### src/rtl/hub75_scan_controller.sv
// HUB75 scan controller: walks rows and 2 BCM planes of a 1024x8 framebuffer,
// shifting 32 column pairs per plane, latching, then lighting the row.
// Ports: clk, reset_n (async low), enable; RAM read port (ram_read_addr,
// ram_read_en, ram_read_data); panel pins hub_{r,g,b}{0,1}, hub_addr,
// hub_clk, hub_lat, hub_oe_n; frame_done pulse at end of each frame.
module hub75_scan_controller #(
  parameter int BASE_TICKS = 64
) (
  input  logic       clk,
  input  logic       reset_n,
  input  logic       enable,
  output logic [9:0] ram_read_addr,
  output logic       ram_read_en,
  input  logic [7:0] ram_read_data,
  output logic       hub_r0,
  output logic       hub_g0,
  output logic       hub_b0,
  output logic       hub_r1,
  output logic       hub_g1,
  output logic       hub_b1,
  output logic [3:0] hub_addr,
  output logic       hub_clk,
  output logic       hub_lat,
  output logic       hub_oe_n,
  output logic       frame_done
);

  typedef enum logic [1:0] {
    S_IDLE,
    S_SHIFT,
    S_LATCH,
    S_DISP
  } state_t;

  localparam logic [15:0] BT = 16'(BASE_TICKS);

  state_t      state_q, state_d;
  logic [3:0]  row_q, row_d;
  logic        plane_q, plane_d;
  logic [4:0]  col_q, col_d;
  logic [2:0]  ph_q, ph_d;
  logic [15:0] tick_q, tick_d;
  logic [15:0] limit;
  logic [7:0]  top_q, top_d;
  logic [2:0]  rgb0_q, rgb0_d;
  logic [2:0]  rgb1_q, rgb1_d;
  logic [9:0]  addr_q, addr_d;
  logic        ren_q, ren_d;
  logic [3:0]  haddr_q, haddr_d;
  logic        hclk_q, hclk_d;
  logic        lat_q, lat_d;
  logic        oe_n_q, oe_n_d;
  logic        done_q, done_d;

  function automatic logic [2:0] pick(
    input logic [7:0] px,
    input logic       pl
  );
    pick = pl ? {px[5], px[3], px[1]}
              : {px[4], px[2], px[0]};
  endfunction

  always_comb begin
    state_d = state_q;
    row_d   = row_q;
    plane_d = plane_q;
    col_d   = col_q;
    ph_d    = ph_q;
    tick_d  = tick_q;
    top_d   = top_q;
    rgb0_d  = rgb0_q;
    rgb1_d  = rgb1_q;
    done_d  = 1'b0;
    limit   = plane_q ? {BT[14:0], 1'b0} : BT;

    unique case (state_q)
      S_IDLE: begin
        if (enable) begin
          state_d = S_SHIFT;
          row_d   = 4'd0;
          plane_d = 1'b0;
          col_d   = 5'd0;
          ph_d    = 3'd0;
        end
      end
      S_SHIFT: begin
        // Data for the top address arrives in ph1, bottom in ph2.
        if (ph_q == 3'd1) top_d = ram_read_data;
        if (ph_q == 3'd2) begin
          rgb0_d = pick(top_q, plane_q);
          rgb1_d = pick(ram_read_data, plane_q);
        end
        if (ph_q == 3'd4) begin
          ph_d = 3'd0;
          if (col_q == 5'd31) begin
            state_d = S_LATCH;
            col_d   = 5'd0;
          end else begin
            col_d = col_q + 5'd1;
          end
        end else begin
          ph_d = ph_q + 3'd1;
        end
      end
      S_LATCH: begin
        state_d = S_DISP;
        tick_d  = 16'd0;
      end
      S_DISP: begin
        if (tick_q == limit - 16'd1) begin
          tick_d = 16'd0;
          ph_d   = 3'd0;
          col_d  = 5'd0;
          if (!plane_q) begin
            plane_d = 1'b1;
            state_d = S_SHIFT;
          end else if (row_q != 4'd15) begin
            plane_d = 1'b0;
            row_d   = row_q + 4'd1;
            state_d = S_SHIFT;
          end else begin
            done_d  = 1'b1;
            row_d   = 4'd0;
            plane_d = 1'b0;
            state_d = enable ? S_SHIFT : S_IDLE;
          end
        end else begin
          tick_d = tick_q + 16'd1;
        end
      end
      default: state_d = S_IDLE;
    endcase

    // Outputs are registered from the state being entered.
    ren_d  = (state_d == S_SHIFT);
    addr_d = addr_q;
    if (state_d == S_SHIFT && ph_d == 3'd0)
      addr_d = {row_d, col_d, 1'b0};
    else if (state_d == S_SHIFT && ph_d == 3'd1)
      addr_d = {row_d, col_d, 1'b1};
    hclk_d  = (state_d == S_SHIFT) && (ph_d == 3'd4);
    lat_d   = (state_d == S_LATCH);
    haddr_d = lat_d ? row_d : haddr_q;
    oe_n_d  = (state_d != S_DISP);
  end

  always_ff @(posedge clk or negedge reset_n) begin
    if (!reset_n) begin
      state_q <= S_IDLE;
      row_q   <= 4'd0;
      plane_q <= 1'b0;
      col_q   <= 5'd0;
      ph_q    <= 3'd0;
      tick_q  <= 16'd0;
      top_q   <= 8'd0;
      rgb0_q  <= 3'd0;
      rgb1_q  <= 3'd0;
      addr_q  <= 10'd0;
      ren_q   <= 1'b0;
      haddr_q <= 4'd0;
      hclk_q  <= 1'b0;
      lat_q   <= 1'b0;
      oe_n_q  <= 1'b1;
      done_q  <= 1'b0;
    end else begin
      state_q <= state_d;
      row_q   <= row_d;
      plane_q <= plane_d;
      col_q   <= col_d;
      ph_q    <= ph_d;
      tick_q  <= tick_d;
      top_q   <= top_d;
      rgb0_q  <= rgb0_d;
      rgb1_q  <= rgb1_d;
      addr_q  <= addr_d;
      ren_q   <= ren_d;
      haddr_q <= haddr_d;
      hclk_q  <= hclk_d;
      lat_q   <= lat_d;
      oe_n_q  <= oe_n_d;
      done_q  <= done_d;
    end
  end

  assign ram_read_addr = addr_q;
  assign ram_read_en   = ren_q;
  assign {hub_r0, hub_g0, hub_b0} = rgb0_q;
  assign {hub_r1, hub_g1, hub_b1} = rgb1_q;
  assign hub_addr   = haddr_q;
  assign hub_clk    = hclk_q;
  assign hub_lat    = lat_q;
  assign hub_oe_n   = oe_n_q;
  assign frame_done = done_q;

endmodule

### config.mk
export PLATFORM = sky130hd
export DESIGN_NAME = hub75_scan_controller
export DESIGN_NICKNAME = d
export VERILOG_FILES = /design/src/rtl/hub75_scan_controller.sv
export SDC_FILE = /design/constraint.sdc
export NUM_CORES = 1
export LEC_CHECK = 0
export BUFFER_PORTS_ARGS = -buffer_cell sky130_fd_sc_hd__buf_2
export CORE_MARGIN = 1.5
export CORE_UTILIZATION = 53
export DETAILED_ROUTE_END_ITERATION = 6
export GPL_TIMING_DRIVEN = 0
export PLACE_DENSITY = 0.76
export SLEW_MARGIN = 20
export SYNTH_ARGS = -nofsm -noshare
export SYNTH_HDL_FRONTEND = slang
export SYNTH_SLANG_ARGS = --single-unit
### constraint.sdc
create_clock -name clk -period 2.2 [get_ports clk]
set_input_delay 0.11 -clock clk [delete_from_list [all_inputs] [get_ports clk]]
set_output_delay 0.11 -clock clk [all_outputs]
set_load 0.05 [all_outputs]
# [Word-level counts from Yosys, hierarchy flattened]
# Index checks and enable logic that the tools add are counted.
[word_totals] regBits=62 elab_cells=85 output_inout_bits=25 in_bits=11
[classes] mux=37 eq_ne=16 n_reduce_logical=11 n_addsub=5
[op_table] cell="case mux 16 bit (2 select lines)" n=1
[op_table] cell="two-way mux 10 bit" n=2
[op_table] cell="two-way mux 5 bit" n=4
[op_table] cell="adder 16 x 1 -> 16 bit (second input constant)" n=1
[op_table] cell="equality test 16 bit" n=1
[op_table] cell="two-way mux 16 bit" n=1
[op_table] cell="two-way mux 4 bit" n=4
[op_table] cell="two-way mux 3 bit" n=5
[op_table] cell="case mux 5 bit (3 select lines)" n=1
[op_table] cell="two-way mux 1 bit" n=10
[op_table] cell="case mux 3 bit (3 select lines)" n=1
[op_table] cell="subtractor 8 x 1 -> 9 bit (second input constant)" n=1
[op_table] cell="two-way mux 2 bit" n=4
[op_table] cell="two-way mux 8 bit" n=1
[op_table] cell="case mux 2 bit (4 select lines)" n=1
[op_table] cell="case mux 4 bit (2 select lines)" n=1
[op_table] cell="equality test 2 bit (second input constant)" n=3
[op_table] cell="equality test 3 x 1 -> 1 bit (second input constant)" n=2
[op_table] cell="equality test 3 bit (second input constant)" n=2
[op_table] cell="inequality test 2 bit (second input constant)" n=3
[op_table] cell="nonzero test 2 bit" n=3
[op_table] cell="adder 5 x 1 -> 5 bit (second input constant)" n=1
[op_table] cell="equality test 5 bit (second input constant)" n=1
[op_table] cell="adder 4 x 1 -> 4 bit (second input constant)" n=1
[op_table] cell="10 further kinds" n=14

# [Longest topological paths before layout]
[depth] word_depth=9 depth_mapped=10 ltp_nobuf=9

# [Least setup slack after synthesis]
# No wires, ideal clock.
[synth_timing] path_type="reg2reg" from="register col_q[0]" to="register addr_q[6] (netlist: ram_read_addr[6])" synth_period_minus_slack_ns=2.383 slack_ns=-0.183 arrival_time_ns=2.259 required_ns=2.075 path_stages_with_launch=11 cell_sequence="dfrtp_1 ha_1 and3_1 ha_1 nand3_1 a2111o_1 o211ai_1 o22ai_1 nand3b_1 buf_6 mux2_2"
[synth_between] elab_chain_cells=7 word_cells_on_any_way=9
[synth_rtl] item="from (decl)" line="40" source="logic [4:0] col_q, col_d;"
[synth_rtl] item="from (signal assigned)" line="169" source="col_q <= col_d;"
[synth_rtl] item="equality test 5 bit (*)" line="95" source="if (col_q == 5'd31) begin"
[synth_rtl] item="two-way mux 2 bit (*)" line="95"
[synth_rtl] item="two-way mux 2 bit (*)" line="93" source="if (ph_q == 3'd4) begin"
[synth_rtl] item="case mux 2 bit (4 select lines) (*)" line="76" source="unique case (state_q)"
[synth_rtl] item="equality test 2 x 1 -> 1 bit (*)"
[synth_rtl] item="named net ren_d" line="48" source="logic ren_q, ren_d;"
[synth_rtl] item="logical AND 1 bit (on tied branches)" line="137, 139"
[synth_rtl] item="two-way mux 10 bit or nonzero test 2 bit (tied branches)"
[synth_rtl] item="to (signal assigned)" line="175" source="addr_q <= addr_d;"
[synth_rtl] item="to (decl)" line="47" source="logic [9:0] addr_q, addr_d;"
# Mark *: on every way through the listed nets, which the timed path passes. The rest lies on a longest branch.
# A chain may end at the register's enable or synchronous reset.

# [Worst setup path in the final report]
[layout_timing] from="register col_q[0]" to="register addr_q[7] (netlist: ram_read_addr[7])"
# The elaborated chain is that of the path after synthesis.

==> summary.md <==
| Metric | Value |
|---|---|
| Slew Limit Fails | 0 |
| WL/cell | 16.4 µm |
| Final hold vios | 0 |
| Starting DRT DRC Count | 191 |
| #FFs+latches synth | 62 |
| Clock Skew | 0.00688 ns |
| Arrival @ worst endpoint | 2.69 ns |
| Pwr Total | 2.43 mW |
| Synthesized area per cell | 10.2 µm² |
| Nets | 400 |
| Total CTS buffers | 9 |
| Die area | 0.00656 mm² |
| TritonCTS clock tree | done |
| Max Clock Freq | 0.404 GHz |
| Post-Syn Area | 0.00322 mm² |
| Vias | 2668 |
| Vias in the first global route | 2482 |
| Ys async rst share | 1.00 |
| Outcome | finished, violations left |
| Gpl congestion | 0.845 |
| Row count | 28 |
| Routed WL | 7510 µm |
| Setup crit end kind | flop |
| Final setup viols | 14 |
| Synth Warn # | 0 |
| DR pass1 iterations | 4 |
| Clk slew on worst S/H paths | 0.07 ns |
| Num Clock Sinks | 62 |
| Post-synth EDFFs | 0 |
| Final non-filler cell total | 457 |
| Yosys cell types | 51 |
| Core area | 0.00589 mm² |
| Antenna Nets Post-Route | 0 |
| Synth Instances | 316 |
| DIE HEIGHT | 81.0 µm |
| Failing checks | negative setup slack |
| RR Startpoint | col_q[0] |
| Placed Cells | 424 |
| Worst R2R Path Depth | 10 |
| Largest net degree at the start of global routing | 63 |
| Layout cell share with drive strength beyond 1 | 0.327 |
| H-tree Lvls | 3 |
| Total GRT Usage | 0.235 |
| Clk buf depth | 2 |
| Fin crit period | 2.47 ns |
| Post-synth top flop | dfrtp_1 |
| DP Wirelength | 4730 µm |
| Finished Cell Area | 0.00403 mm² |
| Leak | 1.92 nW |
| Worst Max-Slew Pin Slew | 0.777 ns |
| Diodes inserted | 0 |
| Grt ovf | 0 |
| Post-DP Area | 0.00352 mm² |
| R2r setup slk | -0.27 ns |
| Hold Path Class | in2reg |
| WHS Path Cells | 2 |
| IO Count | 36 |
| IR drop worst, VDD | 502 µV |
| Startpoint types | flop |
| Root Buffer | clkbuf_8 |
| Initial antenna violation count | 0 |
| Worst r2r dst | ram_read_addr[7] |
| Slew margin rel. | 0.482 |
| RSZ-0062 raised after global routing | yes |
| Final period util | 1.12 |
| Vias per inst | 5.84 |
| Post-synthesis sequential area ratio | 0.482 |
| Post-layout worst setup margin | -0.273 ns |
| Clk Latency, worst-skew pair | 0.34 ns |
| Most frequent cells in the layout | dfrtp_1, nand2_1, o21ai_0 |
| Worst-case hold path end point | top_q[4] |
| Crit-path max FO | 5 |
| Worst setup path category | reg2reg |
| Starting Density | 0.548 |
| Pwr dens | 603 mW/mm² |
| Number of port buffers | 33 |
| # Max-Cap Violations | 0 |
| DRC violations left | 0 |
| Most common cell after layout, fill and taps aside | dfrtp_1 |
| Syn Nets | 339 |
| First-pass GRT wire length | 11600 µm |
| Area delta synth->final | 25.1% |
| Die W | 81.0 µm |
| CP Data Required Time | 2.42 ns |
| Fill cell count | 444 |
| HP Start | ram_read_data[4] |
==> layout make-up <==
type | instances | area [µm²] | area share
multi-input combinational | 231 | 1700 | 0.422
sequential | 62 | 1550 | 0.385
timing repair buffer | 50 | 305 | 0.0757
clock buffer | 13 | 159 | 0.0394
buffer | 14 | 95.1 | 0.0236
tap | 75 | 93.8 | 0.0233
clock inverter | 3 | 90.1 | 0.0223
inverter | 9 | 33.8 | 0.00838
==> timing repair <==
item,4_1_cts,5_1_grt
cloned,1,0
hold buffers,1,0
pin swaps,3,4
setup endpoints to repair,24,25
endpoints found under the hold margin,61,0
setup buffers,10,5
resized for setup,19,19
==> worst max-delay path: stages, from the launching register on <==
cell      delay (ns)
dfrtp_1         0.41
ha_4            0.18
and3_4          0.18
ha_4            0.17
a311oi_2        0.21
a211o_1         0.21
nand2_2         0.08
o22ai_2         0.23
nand3b_1        0.19
buf_6           0.20
mux2_4          0.30
==> report_power, final <==
group	total [mW]	internal, mW	switching [mW]	leakage, nW
Combinational	0.0416	0.0133	0.0283	1.02
Sequential	1.15	1.15	0.00240	0.772
Clock	1.24	0.816	0.427	0.124
==> cell usage after synthesis, types with 3 or more instances <==
| cell type | number | area (µm²) |
|---|---|---|
| buf_2 | 3 | 15.0 |
| o31ai_1 | 6 | 45.0 |
| nor2b_1 | 4 | 25.0 |
| nand2b_1 | 3 | 18.8 |
| clkbuf_1 | 6 | 22.5 |
| dfrtp_1 | 61 | 1530 |
| and3_1 | 3 | 18.8 |
| a21oi_1 | 10 | 50.1 |
| mux2_4 | 9 | 135 |
| a32o_1 | 3 | 30.0 |
| o21ai_0 | 35 | 175 |
| inv_1 | 9 | 33.8 |
| nand4_1 | 5 | 31.3 |
| mux2i_1 | 8 | 80.1 |
| nand2_1 | 37 | 139 |
| ha_1 | 12 | 150 |
| nor2_1 | 21 | 78.8 |
| a31oi_1 | 9 | 56.3 |
| nor3_1 | 7 | 35.0 |
| a22o_1 | 5 | 43.8 |
| mux2_2 | 10 | 113 |
| nand3_1 | 11 | 55.1 |
==> worst max-delay path by stage <==
stage               slack [ns]          endpoint  startpoint
floorplan                -0.05  ram_read_addr[0]    col_q[0]
CTS                      -0.25  ram_read_addr[0]    col_q[0]
finish                   -0.27  ram_read_addr[7]    col_q[0]
global placement         -0.27  ram_read_addr[7]    col_q[0]
detailed placement       -0.30  ram_read_addr[0]    col_q[0]
global route             -0.33  ram_read_addr[6]  state_q[0]
==> flip-flops by register name, indices dropped and copies added (netlist names) <==
| signal | count |
|---|---|
| col_q | 5 |
| frame_done | 1 |
| hub_addr | 4 |
| hub_clk | 1 |
| hub_lat | 1 |
| hub_oe_n | 1 |
| ph_q | 3 |
| plane_q | 1 |
| ram_read_addr | 10 |
| ram_read_en | 1 |
| rgb0_q | 3 |
| rgb1_q | 3 |
| row_q | 4 |
| state_q | 2 |
| tick_q | 16 |
| top_q | 6 |
==> per-layer routing <==
metal	share of wire	vias to the layer above	track usage	routed length, µm
li1	-	1274	-	-
met1	0.44	1306	0.290	3290
met2	0.49	69	0.392	3720
met3	0.044	19	0.0685	328
met4	0.023	0	0.0810	172
met5	0	-	0	0
==> cells by family after synthesis <==
| family | Yosys count | synth area share |
|---|---|---|
| compound gates | 82 | 0.163 |
| xor+xnor | 2 | 0.00544 |
| fa+ha+maj | 12 | 0.0466 |
| buf+inv | 23 | 0.0349 |
| flops | 62 | 0.482 |
| mux | 28 | 0.105 |
| simple gates | 107 | 0.163 |
==> metrics by stage <==
| step | worst slack (ns) | hold WS [ns] | TNS [ns] | util |
|---|---|---|---|---|
| 5_1_grt | -0.332 | 0.00671 | -3.55 | 0.685 |
| 2_1_floorplan | -0.0454 | -0.186 | -0.454 | - |
| 3_5_place_dp | -0.295 | 0.236 | -4.40 | 0.598 |
| 6_report | -0.273 | 0.0188 | -2.70 | 0.685 |
| 3_3_place_gp | -0.265 | 0.364 | -3.85 | 0.598 |
| 4_1_cts | -0.253 | 0.0135 | -2.52 | 0.666 |
No activity file was read; power rests on OpenSTA's default activity.
